===== src/rtl/phase_timer.sv =====
// Phase interval timer for the traffic-light controller: counts a short or long interval and returns a one-cycle counter_done pulse.
// Optional macro PHASE_TIMER_REMAIN_EN adds the 'remaining' countdown output.
module phase_timer #(
    parameter int unsigned SHORT_COUNT = 15,
    parameter int unsigned LONG_COUNT  = 63,
    parameter int unsigned CNT_W       = 8
) (
    input  logic             clk,
    input  logic             rst,
    input  logic             short_counter,
    input  logic             long_counter,
    input  logic             hold,
    input  logic             abort,
    output logic             counter_done,
    output logic             busy,
    output logic             conflict
`ifdef PHASE_TIMER_REMAIN_EN
    ,
    output logic [CNT_W-1:0] remaining
`endif
);

    typedef enum logic [1:0] {
        IDLE = 2'd0,
        RUN  = 2'd1,
        DONE = 2'd2
    } state_e;

    localparam logic [CNT_W-1:0] SHORT_LOAD = CNT_W'(SHORT_COUNT - 1);
    localparam logic [CNT_W-1:0] LONG_LOAD  = CNT_W'(LONG_COUNT - 1);

    state_e           state_q, state_d;
    logic [CNT_W-1:0] cnt_q, cnt_d;
    logic             conflict_q, conflict_d;
    logic             counter_done_q, counter_done_d;
    logic             busy_q, busy_d;
`ifdef PHASE_TIMER_REMAIN_EN
    logic [CNT_W-1:0] remaining_q, remaining_d;
`endif

    // State register and registered outputs
    always_ff @(posedge clk or posedge rst) begin
        if (rst) begin
            state_q        <= IDLE;
            cnt_q          <= '0;
            conflict_q     <= 1'b0;
            counter_done_q <= 1'b0;
            busy_q         <= 1'b0;
`ifdef PHASE_TIMER_REMAIN_EN
            remaining_q    <= '0;
`endif
        end else begin
            state_q        <= state_d;
            cnt_q          <= cnt_d;
            conflict_q     <= conflict_d;
            counter_done_q <= counter_done_d;
            busy_q         <= busy_d;
`ifdef PHASE_TIMER_REMAIN_EN
            remaining_q    <= remaining_d;
`endif
        end
    end

    // Next state; outputs are decoded from the next state so they register in step with it
    always_comb begin
        state_d    = state_q;
        cnt_d      = cnt_q;
        conflict_d = conflict_q;

        case (state_q)
            IDLE: begin
                if (long_counter) begin
                    cnt_d   = LONG_LOAD;
                    state_d = RUN;
                    if (short_counter) begin
                        conflict_d = 1'b1;
                    end
                end else if (short_counter) begin
                    cnt_d   = SHORT_LOAD;
                    state_d = RUN;
                end
            end
            RUN: begin
                if (abort) begin
                    state_d = IDLE;
                end else if (hold) begin
                    cnt_d = cnt_q;
                end else if (cnt_q == '0) begin
                    state_d = DONE;
                end else begin
                    cnt_d = cnt_q - CNT_W'(1);
                end
            end
            DONE: begin
                state_d = IDLE;
            end
            default: begin
                state_d = IDLE;
            end
        endcase

        counter_done_d = (state_d == DONE);
        busy_d         = (state_d != IDLE);
`ifdef PHASE_TIMER_REMAIN_EN
        remaining_d    = (state_d == RUN) ? cnt_d : '0;
`endif
    end

    assign counter_done = counter_done_q;
    assign busy         = busy_q;
    assign conflict     = conflict_q;
`ifdef PHASE_TIMER_REMAIN_EN
    assign remaining    = remaining_q;
`endif

endmodule

===== config.mk =====
export PLATFORM = sky130hd
export DESIGN_NAME = phase_timer
export DESIGN_NICKNAME = d
export VERILOG_FILES = /design/src/rtl/phase_timer.sv
export SDC_FILE = /design/constraint.sdc
export NUM_CORES = 1
export LEC_CHECK = 0
export CAP_MARGIN = 0
export CORE_MARGIN = 1
export CORE_UTILIZATION = 30
export DETAILED_ROUTE_END_ITERATION = 10
export PLACE_DENSITY = 0.53
export SLEW_MARGIN = 20
export SYNTH_ARGS = -nofsm -noshare
export SYNTH_HDL_FRONTEND = slang
export SYNTH_SLANG_ARGS = --single-unit

===== constraint.sdc =====
create_clock -name clk -period 3.85 [get_ports clk]
set_input_delay 0.5775 -clock clk [delete_from_list [all_inputs] [get_ports clk]]
set_output_delay 0.5775 -clock clk [all_outputs]
set_load 0.01 [all_outputs]

==> out/qor.csv <==
metric,value,unit
tns,0,ps
cp_slowest_cell,dfrtp_1,
area_growth_syn_to_layout,16.7,%
async_flop_share,100,%
htree_levels,1,
fmax,469,MHz
post_cts_resized,0,
numPortBuffers,8,
drv_slew,0,
drtAntennaViolNets,0,
rows,17,
fp.dieH,51.0,µm
period_needed,2130,ps
syn_area_per_cell,10.1,µm²
routedWlPerCell,14.1,µm
ys_seq_area_share,45.2,%
synth-main-ff-cell,dfrtp_1,
p_leak,0.338,nW
required,4020,ps
grt_use_met3,2.68,%
antenna_found_initial,0,
hold_violations,0,
diodes,0,
yosysMostFrequentCell,dfrtp_1,
start_util,32.2,%
gr-max-usage-layer,met2,
gp_congestion,0.832,
cts_tree,built,
reg2reg_slack,1720,ps
insertion_delay,280,ps
ios,9,
power_density,534,mW/mm²
synth_top_cells_by_count,"dfrtp_1, nor2_1, inv_1, nor3_1, o21ai_0",
cp-end-kind,flop,
ys_seq_elements,13,
dieArea,0.00260,mm²
vdd_ir_drop_max,0.000236,V
cp-start-kind,flop,
cts_max_path_buffers,2,
p_total,0.449,mW
status,"finished, final reports clean",
hold_path.class,flop to flop,
drt_iter0_drc,15,
setup_viol,0,
route.vias.total,581,
synth_edf_count,0,
nNetsFinal,90,
synth_cell_types,32,
clock_sinks,13,
place_inst,105,
startpoint,cnt_q[0],
grt_pass1_wl,2680,µm
hold_start,conflict,
overflow,0,
met2_usage,22.1,%
synth_top_area_share,45.2,%
finalWirelength,1540,µm
skew,9.19,ps
yosysWarnings,0,
synth_nets,79,
path_max_fanout,11,
stdcell_count,109,
grt_pass1_vias,572,
tightest_slew,518,ps
hold_buffers,0,
r2r-start,cnt_q[0],
maxSlewHeadroom,65.2,%
cts_setup_buffers,0,
cts_buffers,3,
drive_above_1_share,17.3,%
crit_chain,inv_1 > ha_1 > nor4b_1 > a2111o_1 > and2b_2 > o22a_2,
root_buffer,clkbuf_4,
period_share,55.4,%
post-dp-hpwl,1130,µm
syn_area,719,µm²
die_w,51.0,µm
drc,0,
path_class,flop to flop,
cp.arrival,2310,ps
clk_pin_slew,100,ps
rsz0062_at_grt,no,
num-fill-cells,238,
drv_cap,0,
firstDrtPassIters,4,
grt_use_met1,19.1,%
synth_top_area_cell,dfrtp_1,
grt_max_degree,14,
core,0.00223,mm²
drt-vias-per-instance,5.33,
max_stage_delay,440,ps
track_usage,14.7,%
netlist_top_cells_area,"dfrtp_1, ha_1, nor3_1, o21ai_0, buf_6",
final_util,37.6,%
syn-instance-count,71,
## power breakdown
group	total (mW)	switching (mW)	leakage, nW	internal, mW
sequential	0.215	0.0440	0.153	0.171
clock	0.0900	0.0515	0.0177	0.0386
combinational	0.144	0.0754	0.168	0.0686
## per-stage QoR
stage	hold WS, ps	cell area, µm²	setup slack, ps
6_report	482	840	1720
5_1_grt	493	840	1570
4_1_cts	481	840	1700
3_5_place_dp	459	812	1680
3_3_place_gp	451	812	1710
2_1_floorplan	454	719	2060
## logic make-up after synthesis
family	Yosys count	share of synthesized area [%]
fa+ha+maj	2	3.48
compound gates	22	24.9
buf+inv	7	5.74
flops	13	45.2
simple gates	27	20.7
## registers in the layout, indices dropped and copies added (netlist names)
signal        cells
counter_done      1
state_q           2
conflict          1
cnt_q             8
busy              1
## area by class of cell
cell class	instances	area, µm²	share of cell area, %
Clock buffer	3	22.5	2.68
Clock inverter	1	5.00	0.596
Inverter	5	18.8	2.24
Multi-Input combinational cell	51	353	42.0
Sequential cell	13	325	38.7
Tap cell	28	35.0	4.17
Timing Repair Buffer	8	80.1	9.54
## path summary, 6_finish.rpt
check	to	depth (start not counted)
max	cnt_q[6]	6
min	conflict	1
max reg2reg	cnt_q[6]	6
min reg2reg	conflict	1
max in group asynchronous	cnt_q[0]	2
min in group asynchronous	state_q[1]	2
## per-layer routing
metal | wire [µm] | up-vias
met4 | 24 | 0
met3 | 39 | 4
li1 | - | 288
met5 | 0 | -
met1 | 795 | 283
met2 | 677 | 6
## layout by cell type (no fill, tap or decap), types with 3 or more instances in the layout
cell	n
o21ai_0	5
dfrtp_1	13
clkdlybuf4s50_1	8
clkbuf_4	3
nand2_1	4
nor3_1	5
nor2_1	6
inv_1	5
## critical path: cells and delay by family (launching register included)
kind,cells,cell delay [ps]
AND/OR/NAND/NOR,2,680
AO/OA/AOI/OAI,2,650
flip-flops,1,440
adder cells (fa/ha/maj),1,150
buffers and inverters,1,110
Power figures use the tool's default switching activity.
